$ cat config.mk
export PLATFORM = sky130hd
export DESIGN_NAME = lsu_ctrl
export DESIGN_NICKNAME = d
export VERILOG_FILES = /design/src/rtl/lsu_ctrl.sv
export SDC_FILE = /design/constraint.sdc
export NUM_CORES = 1
export LEC_CHECK = 0
export CAP_MARGIN = 5
export CORE_MARGIN = 1
export CORE_UTILIZATION = 30
export CTS_BUF_LIST = sky130_fd_sc_hd__clkbuf_8
export DETAILED_ROUTE_END_ITERATION = 10
export HOLD_SLACK_MARGIN = 0.06
export SYNTH_ARGS = -nofsm -noshare
export SYNTH_HDL_FRONTEND = slang
export SYNTH_SLANG_ARGS = --single-unit
$ cat constraint.sdc
create_clock -name soc_clk -period 6.5 [get_ports soc_clk]
set_input_delay 0.65 -clock soc_clk [delete_from_list [all_inputs] [get_ports soc_clk]]
set_output_delay 0.65 -clock soc_clk [all_outputs]
set_load 0.01 [all_outputs]
$ cat src/rtl/lsu_ctrl.sv
// RV32I load/store sequencer between CU execute and the MMU request bus.
// Optional LSU_TIMEOUT_EN adds a WAIT-state watchdog that ends the access with fault 11.
module lsu_ctrl #(
  parameter int TIMEOUT_CYCLES = 64
) (
  input  logic        soc_clk,
  input  logic        soc_rst,
  input  logic        lsu_start,
  input  logic        lsu_is_store,
  input  logic [2:0]  lsu_funct3,
  input  logic [31:0] lsu_base,
  input  logic [31:0] lsu_offset,
  input  logic [31:0] lsu_store_data,
  output logic [31:0] lsu_load_data,
  output logic        lsu_done,
  output logic        lsu_busy,
  output logic [1:0]  lsu_fault,
  output logic [31:0] CU_address,
  output logic [3:0]  CU_bytesel,
  output logic [31:0] CU_dat_in,
  output logic        read_or_write,
  output logic        retrieve,
  input  logic [31:0] CU_dat_out,
  input  logic        mmu_complete
);

  typedef enum logic [1:0] {S_IDLE, S_ISSUE, S_WAIT, S_DONE} state_t;

  state_t      state_q, state_d;
  logic        is_store_p0;
  logic [2:0]  funct3_p0;
  logic [31:0] addr_p0;
  logic [3:0]  bytesel_p0;
  logic [31:0] wdata_p0;
  logic [1:0]  fault_p1;
  logic [31:0] load_data_p1;
  logic [31:0] addr_c;
  logic        illegal_c;
  logic        misalign_c;
  logic        timeout_c;

  function automatic logic [3:0] lane_bytesel(input logic [2:0] f3, input logic [1:0] off);
    case (f3[1:0])
      2'b00:   return 4'b0001 << off;
      2'b01:   return off[1] ? 4'b1100 : 4'b0011;
      default: return 4'b1111;
    endcase
  endfunction

  function automatic logic [31:0] lane_wdata(input logic [2:0] f3, input logic [1:0] off,
                                             input logic [31:0] d);
    case (f3[1:0])
      2'b00:   return {24'h0, d[7:0]} << {off, 3'b000};
      2'b01:   return {16'h0, d[15:0]} << {off[1], 4'b0000};
      default: return d;
    endcase
  endfunction

  function automatic logic [31:0] extend_load(input logic [31:0] word, input logic [2:0] f3,
                                              input logic [1:0] off);
    logic [31:0]        lane;
    logic signed [7:0]  b;
    logic signed [15:0] h;
    logic signed [31:0] r;
    lane = word >> {off, 3'b000};
    b    = lane[7:0];
    h    = lane[15:0];
    case (f3)
      3'b000:  r = b;
      3'b001:  r = h;
      3'b100:  r = {24'h0, lane[7:0]};
      3'b101:  r = {16'h0, lane[15:0]};
      default: r = lane;
    endcase
    return r;
  endfunction

  // Illegal encodings are checked before alignment, so they win when both apply.
  assign addr_c    = lsu_base + lsu_offset;
  assign illegal_c = lsu_is_store ? (lsu_funct3[2] || (lsu_funct3[1:0] == 2'b11))
                                  : ((lsu_funct3 == 3'b011) || (lsu_funct3[2:1] == 2'b11));
  assign misalign_c = ((lsu_funct3[1:0] == 2'b01) && addr_c[0]) ||
                      ((lsu_funct3[1:0] == 2'b10) && (addr_c[1:0] != 2'b00));

  if (TIMEOUT_CYCLES < 1) begin : g_timeout_check
    $error("TIMEOUT_CYCLES must be at least 1");
  end

`ifdef LSU_TIMEOUT_EN
  localparam int TMO_W = ($clog2(TIMEOUT_CYCLES + 1) > 8) ? $clog2(TIMEOUT_CYCLES + 1) : 8;
  localparam logic [TMO_W-1:0] TMO_LAST = TMO_W'(TIMEOUT_CYCLES - 1);

  logic [TMO_W-1:0] tmo_cnt;

  always_ff @(posedge soc_clk) begin
    if (soc_rst)                 tmo_cnt <= '0;
    else if (state_q == S_ISSUE) tmo_cnt <= '0;
    else if (state_q == S_WAIT)  tmo_cnt <= tmo_cnt + 1'b1;
  end

  assign timeout_c = (state_q == S_WAIT) && !mmu_complete && (tmo_cnt == TMO_LAST);
`else
  assign timeout_c = 1'b0;
`endif

  always_comb begin
    state_d = state_q;
    case (state_q)
      S_IDLE:  if (lsu_start) state_d = (illegal_c || misalign_c) ? S_DONE : S_ISSUE;
      S_ISSUE: state_d = mmu_complete ? S_DONE : S_WAIT;
      S_WAIT:  if (mmu_complete || timeout_c) state_d = S_DONE;
      S_DONE:  state_d = S_IDLE;
      default: state_d = S_IDLE;
    endcase
  end

  always_ff @(posedge soc_clk) begin
    if (soc_rst) begin
      state_q      <= S_IDLE;
      is_store_p0  <= 1'b0;
      funct3_p0    <= 3'b000;
      addr_p0      <= '0;
      bytesel_p0   <= '0;
      wdata_p0     <= '0;
      fault_p1     <= 2'b00;
      load_data_p1 <= '0;
    end else begin
      state_q <= state_d;
      case (state_q)
        // p0: request capture; the MMU bus registers change only for accepted accesses
        S_IDLE: if (lsu_start) begin
          if (illegal_c) begin
            fault_p1     <= 2'b10;
            load_data_p1 <= '0;
          end else if (misalign_c) begin
            fault_p1     <= 2'b01;
            load_data_p1 <= '0;
          end else begin
            is_store_p0 <= lsu_is_store;
            funct3_p0   <= lsu_funct3;
            addr_p0     <= addr_c;
            bytesel_p0  <= lane_bytesel(lsu_funct3, addr_c[1:0]);
            wdata_p0    <= lsu_is_store ? lane_wdata(lsu_funct3, addr_c[1:0], lsu_store_data) : '0;
            fault_p1    <= 2'b00;
          end
        end
        // p1: response capture on the completing edge
        S_ISSUE, S_WAIT: begin
          if (mmu_complete) begin
            load_data_p1 <= is_store_p0 ? '0 : extend_load(CU_dat_out, funct3_p0, addr_p0[1:0]);
          end else if (timeout_c) begin
            fault_p1     <= 2'b11;
            load_data_p1 <= '0;
          end
        end
        default: ;
      endcase
    end
  end

  assign retrieve      = (state_q == S_ISSUE);
  assign lsu_done      = (state_q == S_DONE);
  assign lsu_busy      = (state_q != S_IDLE);
  assign lsu_fault     = lsu_done ? fault_p1 : 2'b00;
  assign lsu_load_data = load_data_p1;
  assign CU_address    = addr_p0;
  assign CU_bytesel    = bytesel_p0;
  assign CU_dat_in     = wdata_p0;
  assign read_or_write = is_store_p0;

endmodule

# --- Word level (Yosys, flattened, before mapping) ---
# Cells that the tools add are included.
totals:
  in_bits: 136
  rom_bits: 0
  reg_bits: 108
  out_inout_bits: 106
  latch_bits: 0
  elab_cells: 67
  ram_bits: 0
  mem_count: 0
op_classes:
  order_cmp: 0
  n_reduce_logical: 17
  addsub: 1
  div_mod_pow: 0
  mux: 20
  shift: 4
  eq_ne: 15
  bitwise_logic: 2
  mul: 0
ops:
  columns: ["cell", "n"]
  rows:
  - ["$mux 32", 6]
  - ["$pmux 32 s2", 2]
  - ["$pmux 32 s4", 1]
  - ["$add 32x32->32", 1]
  - ["$shl 16x5->32", 1]
  - ["$shl 8x5->32", 1]
  - ["$shr 32x5->32", 1]
  - ["$eq 2x2->1 const B", 5]
  - ["$mux 2", 5]
  - ["$pmux 2 s4", 1]
  - ["$pmux 4 s2", 1]
  - ["$reduce_and 4->1", 2]
  - ["$eq 3x3->1 const B", 2]
  - ["$ne 2x2->1 const B", 3]
  - ["$reduce_bool 2->1", 3]
  - ["$eq 2x1->1 const B", 2]
  - ["$logic_not 2->1", 2]
  - ["$logic_or 1x1->1", 4]
  - ["$mux 4", 1]
  - ["$reduce_and 2->1", 2]
  - ["$shl 1x2->4 const A", 1]
  - ["$eq 3x1->1 const B", 1]
  - ["$eq 3x2->1 const B", 1]
  - ["$logic_not 3->1", 1]
  - ["5 further kinds", 9]

# --- Logic depth before layout (Yosys ltp) ---
# Gate-level depths: netlist of the first run.
depth:
  word_depth: 8
  depth_mapped: 12
  mapped_depth_nobuf: 11

# --- Least setup slack after synthesis of the first run ---
# OpenSTA, ideal clock, no wires.
synth_path:
  kind: "input -> register"
  startpoint: "input port lsu_base[0]"
  endpoint: "register load_data_p1[21] (netlist: lsu_load_data[21])"
  slack_ns: 3.582
  setup_ns: 0.065
  path_stages: 11
  t_arrival_ns: 2.853
  t_required_ns: 6.435
  n_path_buf: 2
  path_cell_list: "ha_1 inv_1 fa_1 clkbuf_1 a31oi_2 nand2_1 a211oi_2 o21a_1 buf_2 a22oi_1 nor2_1"
synth_via:
  elab_chain_cells: 6
  word_cells_on_any_way: 7
synth_rtl:
  columns: ["item", "line", "source"]
  rows:
  - ["start, declared", "11", "input logic [31:0] lsu_base,"]
  - ["$add 32x32->32 (*)", "79", "assign addr_c = lsu_base + lsu_offset;"]
  - ["$reduce_bool 2->1", "83", "((lsu_funct3[1:0] == 2'b10) && (addr_c[1:0] != 2'b00));"]
  - ["$logic_and 1x1->1", "83", null]
  - ["$logic_or 1x1->1 (*)", "82", "assign misalign_c = ((lsu_funct3[1:0] == 2'b01) && addr_c[0]) ||"]
  - ["$ne 3x3->1 (no line) (*)", null, null]
  - ["$reduce_and 4->1 (no line) (*)", null, null]
  - ["end signal, assigned", "150", "load_data_p1 <= is_store_p0 ? '0 : extend_load(CU_dat_out, funct3_p0, addr_p0[1:0]);"]
  - ["end, declared", "36", "logic [31:0] load_data_p1;"]
# Mark *: on every way between the ends. The rest lies on a longest branch, timed or not.
# A chain may end at the register's enable or synchronous reset.

# --- Worst setup path after layout of the first run ---
layout_path:
  startpoint: "input port lsu_offset[0]"
  endpoint: "register wdata_p0[0] (netlist: CU_dat_in[0])"
layout_via:
  elab_chain_cells: 6
  word_cells_on_any_way: 11
layout_rtl:
  columns: ["item", "line", "source"]
  rows:
  - ["start, declared", "12", "input logic [31:0] lsu_offset,"]
  - ["$add 32x32->32 (*)", "79", null]
  - ["parallel branches: the longest is 5 deep, another holds $shl 16x5->32", null, null]
  - ["end signal, assigned", "143", "wdata_p0 <= lsu_is_store ? lane_wdata(lsu_funct3, addr_c[1:0], lsu_store_data) : '0;"]
  - ["end, declared", "34", "logic [31:0] wdata_p0;"]
# Every way passes the cells marked *.

==> impl_metrics.toml, run 1 <==
[status]
outcome = "finished, final reports clean"

[floorplanning]
die-height_um = 150.2
initial_core_util_pct = 30.94
core-area_um2 = 21290
placementRows = 53
die_width_um = 150.2
io_pins = 242
dieArea_um2 = 22550

[power_and_ir_drop]
leakage_nw = 3.417
totalPowerFinal_mw = 2.179
powerDensity_nw_per_um2 = 231.9
vdd_drop_max_mv = 0.09329

[timing]
worst-slew-pin-transition_ns = 1.160
final.setup_skew_ns = 0.02500
rsz0062_at_grt = "no"
setup_total_negative_slack_ns = 0
max_freq_ghz = 0.2597
hold-worst-slack_ns = 0.4611
final_max_slew_viol_count = 0
final.min_clock_period_ns = 3.850
timing.max_slew.rel_slack_pct = 22.50
finalHoldViolCount = 0
layout_worst_path_cycle_share_pct = 59.23
setup_ws_ns = 2.650
setup_violations = 0

[clock_tree]
postCtsResizedCells = 0
clock_tree.root_cell = "sky130_fd_sc_hd__clkbuf_8"
clock_sinks = 108
tritoncts = "done"
htreeDepth = 3
cts_buffers = 9
worstSkewPairLatency_ns = 0.40
cts-hold-fix-buffers = 0
clk_transition_reported_paths_ns = 0.13
clk_path_buf_depth = 2
post_cts_setup_repair_bufs = 0

[detailed_routing]
routed-via-count = 6968
detail-route-antenna-nets = 0
viasPerCell = 5.247
firstDrtPassIters = 6
detail_route.wirelength_um = 22860
route.detailed.drc = 0
routed_wire_length_per_instance_um = 17.22
drtIter0Drc = 389

[critical_path]
timing.critical_path.max_delay_family = "simple AND/OR/NAND/NOR gates"
setup.worst_path.start_class = "primary input"
endpoint_kind = "register"
critPathBufInv = 2
setup.worst_path.end = "CU_dat_in[0]"
cp_max_fo = 46
slowest_delay_ns = 0.94
worstPathCellList = "clkdlybuf4s50_1 > ha_1 > inv_1 > fa_1 > a31oi_2 > or2_2 > nor3b_2 > a22oi_1 > nor2_1"
rrSetupSlack_ns = 3.92
cp.required_ns = 6.83
r2r-start = "state_q[1]"
critical-path-slowest-cell = "sky130_fd_sc_hd__fa_1"
setup.worst_path.class = "in -> reg"
critical_path.startpoint = "lsu_offset[0]"
r2r_cells = 8
cp.depth = 9
worstReg2RegEnd = "CU_dat_in[24]"
critPathArrivalTime_ns = 4.18

[yosys]
mappedNetlistNets = 1019
synth_top_family_by_area = "compound AO/OA/AOI/OAI gates"
parity_gate_share_of_the_synthesized_area_counting_xor_and_xnor_cells_pct = 3.324
synthesis.area_per_instance_um2 = 7.785
synth-seq-area-share_pct = 32.83
synth_compound_area_share_pct = 28.15
asyncSetResetFlopFracSynth_pct = 0
post_synth_instance_area_um2 = 6586
synth_cell_types = 67
ys_dominant_reg_cell = "sky130_fd_sc_hd__dfxtp_1"
synthesis.yosys.warnings = 0
syn_inst = 846
post_synth_mux_area_share_pct = 3.970
yosys_register_bits = 108
synth_enable_flop_cells = 0
synthesized_area_fraction_occupied_by_and_or_nand_nor_cells_pct = 20.25
synth_fa_ha_area_share_pct = 7.143

[hold_path]
holdCritPathClass = "reg -> reg"

[global_route]
grt_overflow = 0
via_count_of_the_first_global_routing_pass = 6521
antenna_found_initial = 1
tot_gr_track_use_pct = 19.92
grt_pass1_wl_um = 35000
grt_start_max_net_pins = 61

[finish]
areaGrowthSynthToFinish_pct = 42.67
insertedDiodeCount = 0
fraction_of_final_layout_cells_with_drive_strength_greater_than_1_pct = 3.989
mostFrequentLayoutCell = "sky130_fd_sc_hd__clkdlybuf4s50_1"
fin_area_um2 = 9397
mostFrequentLayoutCells = "sky130_fd_sc_hd__clkdlybuf4s50_1, sky130_fd_sc_hd__nand2_1, sky130_fd_sc_hd__dfxtp_1, sky130_fd_sc_hd__nor2_1, sky130_fd_sc_hd__a21oi_1"
share_of_the_core_filled_with_cells_pct = 44.14
fin_nets = 1221
finish.cell_count_without_fillers = 1328

[placed_design]
place.detailed.instances = 1312
placement_cell_area_um2 = 9175
gp_congestion = 0.8320
port-buffer-count = 241
detailed_placement_hpwl_um = 17180
place_ws_ns = 2.246

[run]
max_cap_violations = 0
[logic make-up (layout without fill, tap and decap cells)]
family,count (synthesis),count (layout)
and+or+nand+nor,305,305
AOI/OAI and AO/OA,273,273
DFF,108,108
buffers and inverters,72,279
adders and majority gates,37,37
muxes,26,26
xor gates and xnor gates,25,25
[layout make-up]
class	count	area [um^2]
inverters	14	52.55
clock buffers	9	123.9
flip-flops and latches	108	2162
multi-input cells	666	4146
fillers	2193	11890
repair buffers	249	2470
clock inverters	7	97.59
well taps	275	344.1
[synthesized netlist by cell type (5+ instances only)]
cell                       count  share of area, %
sky130_fd_sc_hd__nand2_1     119               6.8
sky130_fd_sc_hd__dfxtp_1     108                33
sky130_fd_sc_hd__nor2_1      105               6.0
sky130_fd_sc_hd__a21oi_1      78               5.9
sky130_fd_sc_hd__o21ai_0      47               3.6
sky130_fd_sc_hd__a22oi_1      44               5.0
sky130_fd_sc_hd__clkbuf_1     39               2.2
sky130_fd_sc_hd__ha_1         36               6.8
sky130_fd_sc_hd__a22o_1       32               4.3
sky130_fd_sc_hd__mux2i_1      25               3.8
sky130_fd_sc_hd__nand3_1      17               1.3
sky130_fd_sc_hd__xnor2_1      17               2.3
sky130_fd_sc_hd__nor3_1       14               1.1
sky130_fd_sc_hd__inv_1        13              0.74
sky130_fd_sc_hd__a32oi_1      11               1.5
sky130_fd_sc_hd__buf_1        11              0.63
sky130_fd_sc_hd__a21o_1        8              0.91
sky130_fd_sc_hd__nand4_1       8              0.76
sky130_fd_sc_hd__nor2b_1       8              0.76
sky130_fd_sc_hd__o21a_1        8              0.91
sky130_fd_sc_hd__xor2_1        8               1.1
sky130_fd_sc_hd__a211oi_1      7              0.80
sky130_fd_sc_hd__and2_1        6              0.57
sky130_fd_sc_hd__buf_2         5              0.38
[flip-flops by register name (all words and copies together) (netlist names)]
register	flops
funct3_p0	3
CU_address	32
fault_p1	2
state_q	2
lsu_load_data	32
read_or_write	1
CU_bytesel	4
CU_dat_in	32
[worst min-delay path: stages, from the launching register on]
cell                      delay, ns
sky130_fd_sc_hd__dfxtp_1       0.33
sky130_fd_sc_hd__nand2_1       0.05
sky130_fd_sc_hd__a21oi_1       0.05
[power by group]
| group | internal (mW) | leakage, nW | switching [mW] |
|---|---|---|---|
| registers | 0.744 | 0.875 | 0.0510 |
| logic | 0.418 | 2.43 | 0.494 |
| clock network | 0.193 | 0.113 | 0.279 |
[per-layer routing]
layer  GRT usage (%)  share of wire (%)
met3           5.000                9.2
met1           25.92                 44
met2           32.50                 46
met4           5.505                1.5
met5               0              0.052
[how the worst min path moves through the flow]
stage	from	endpoint	cells past startpoint
6_report	CU_dat_in[21]	CU_dat_in[21]	2
5_1_grt	CU_address[6]	CU_address[6]	2
4_1_cts	CU_address[6]	CU_address[6]	2
3_5_place_dp	CU_address[24]	CU_address[24]	2
3_3_place_gp	CU_address[19]	CU_address[19]	2
2_1_floorplan	fault_p1[1]	fault_p1[1]	2
(Power assumes the default switching activity.)
==> inputs of run 2 (changes only) <==
clock period = 3.8 ns   (was 6.5 ns; I/O delays follow)
==> run 2 against run 1 <==
Via count hardly changed. Critical path depth is 1 higher. Sequential share of layout area is 0.12 points lower. Clock power is 72% higher. Global-route usage is 0.51 points higher. Power is 73% higher. Worst hold slack worse by 0.0041 ns. Clock-buffer cell count stayed put. Critical endpoint is now lsu_load_data[18]. Largest power group unchanged.
==> impl_metrics.toml, run 2 (same netlist as run 1, synthesis figures left out) <==
[status]
outcome = "finished, final reports clean"

[clock_tree]
htreeDepth = 3
cts_buffers = 9
cts-hold-fix-buffers = 0
tritoncts = "done"
clk_transition_reported_paths_ns = 0.10
postCtsResizedCells = 0
clock_tree.root_cell = "sky130_fd_sc_hd__clkbuf_8"
post_cts_setup_repair_bufs = 0
clk_path_buf_depth = 2
clock_sinks = 108
worstSkewPairLatency_ns = 0.40

[timing]
max_freq_ghz = 0.3411
setup_total_negative_slack_ns = 0
worst-slew-pin-transition_ns = 0.9471
final_max_slew_viol_count = 0
layout_worst_path_cycle_share_pct = 77.16
final.setup_skew_ns = 0.01750
hold-worst-slack_ns = 0.4570
rsz0062_at_grt = "no"
final.min_clock_period_ns = 2.932
setup_violations = 0
timing.max_slew.rel_slack_pct = 36.63
finalHoldViolCount = 0

[power_and_ir_drop]
leakage_nw = 3.447
combPwrFrac_pct = 42.1
switchingPower_mw = 1.432
powerDensity_nw_per_um2 = 399.0
p_int_mw = 2.336
power_frac_clock_pct = 21.6
power_switching_share_pct = 38.01
vdd_drop_max_mv = 0.2647
p_seq_share_pct = 36.4

[detailed_routing]
detail_route.wirelength_um = 23500
drtIter0Drc = 421
detail-route-antenna-nets = 0
routed-via-count = 6971
route.detailed.drc = 0
routed_wire_length_per_instance_um = 17.62
firstDrtPassIters = 5
viasPerCell = 5.226

[global_route]
grt_start_max_net_pins = 54
tot_gr_track_use_pct = 20.43
grt_overflow = 0
antenna_found_initial = 0
grt_pass1_wl_um = 35860
via_count_of_the_first_global_routing_pass = 6455

[critical_path]
cp.required_ns = 4.13
rrSetupSlack_ns = 1.50
setup.worst_path.class = "in -> reg"
r2r-start = "CU_address[1]"
r2r_cells = 7
worstReg2RegEnd = "lsu_load_data[18]"
cp_max_fo = 16
endpoint_kind = "register"
setup.worst_path.start_class = "primary input"
critical_path.startpoint = "lsu_base[0]"
critPathArrivalTime_ns = 3.26
setup.worst_path.end = "lsu_load_data[18]"

[finish]
insertedDiodeCount = 0
mostFrequentLayoutCell = "sky130_fd_sc_hd__clkdlybuf4s50_1"
mostFrequentLayoutCells = "sky130_fd_sc_hd__clkdlybuf4s50_1, sky130_fd_sc_hd__nand2_1, sky130_fd_sc_hd__dfxtp_1, sky130_fd_sc_hd__nor2_1, sky130_fd_sc_hd__a21oi_1"
areaGrowthSynthToFinish_pct = 43.39
finish.cell_count_without_fillers = 1334
fraction_of_final_layout_cells_with_drive_strength_greater_than_1_pct = 4.533
fin_area_um2 = 9444
fin_nets = 1227

[placed_design]
place.detailed.instances = 1318
detailed_placement_hpwl_um = 17550
placement_cell_area_um2 = 9220
port-buffer-count = 241
gp_congestion = 0.8991

[floorplanning]
die_width_um = 150.2
dieArea_um2 = 22550
io_pins = 242
placementRows = 53
core-area_um2 = 21290
initial_core_util_pct = 30.94
die-height_um = 150.2

[run]
max_cap_violations = 0

[hold_path]
holdCritPathClass = "reg -> reg"
## run 2: changes by cell type in the layout (fill, tap and decap cells not counted), sizes merged
| cell | previous run | this run |
|---|---|---|
| buf | 9 | 15 |
## run 2: worst min-delay path by stage
stage	slack, ns	cells past startpoint	start	end
finish	0.46	2	CU_address[3]	CU_address[3]
global route	0.48	2	CU_dat_in[31]	CU_dat_in[31]
CTS	0.45	2	soc_rst	CU_dat_in[1]
detailed placement	0.44	2	CU_address[9]	CU_address[9]
global placement	0.44	2	CU_dat_in[29]	CU_dat_in[29]
floorplan	0.43	2	fault_p1[1]	fault_p1[1]
## run 2: power by group through the flow
stage | registers, mW | clock network (mW) | logic (mW)
after floorplan | 1.43 | 0 | 0.839
after global placement | 1.39 | 0 | 1.57
after detailed placement | 1.39 | 0 | 1.58
after CTS | 1.37 | 0.839 | 1.59
after global routing | 1.39 | 0.884 | 1.72
final | 1.37 | 0.814 | 1.58
## run 2: per-stage QoR
step	power (mW)	setup slack [ns]	util, %
floorplan	2.266	1.152	-
global placement	2.965	0.5352	43.31
detailed placement	2.972	0.5213	43.31
CTS	3.794	0.9040	44.37
global route	3.997	0.6237	44.37
finish	3.768	0.8680	44.37
## run 2: metal layers
metal	vias up	track usage, %	wire length (um)
met3	28	4.333	1759
li1	3461	-	-
met4	0	6.869	439
met2	273	31.97	10540
met5	-	0	0
met1	3209	27.72	10760
## run 2: worst max-delay path: stages
cell                              delay, ns
sky130_fd_sc_hd__clkdlybuf4s50_1       0.47
sky130_fd_sc_hd__ha_1                  0.23
sky130_fd_sc_hd__inv_1                 0.07
sky130_fd_sc_hd__fa_1                  0.48
sky130_fd_sc_hd__a31oi_2               0.37
sky130_fd_sc_hd__nand2_1               0.15
sky130_fd_sc_hd__a211oi_2              0.29
sky130_fd_sc_hd__o21a_1                0.57
sky130_fd_sc_hd__a22oi_1               0.14
sky130_fd_sc_hd__nor2_1                0.11
## run 2: area by class of cell
class / count / area [um^2]
fill: 2127 / 11840
multi-input combinational: 666 / 4146
timing repair buffer: 255 / 2515
sequential: 108 / 2162
tap: 275 / 344.1
clock buffer: 9 / 123.9
clock inverter: 7 / 100.1
inverter: 14 / 52.55
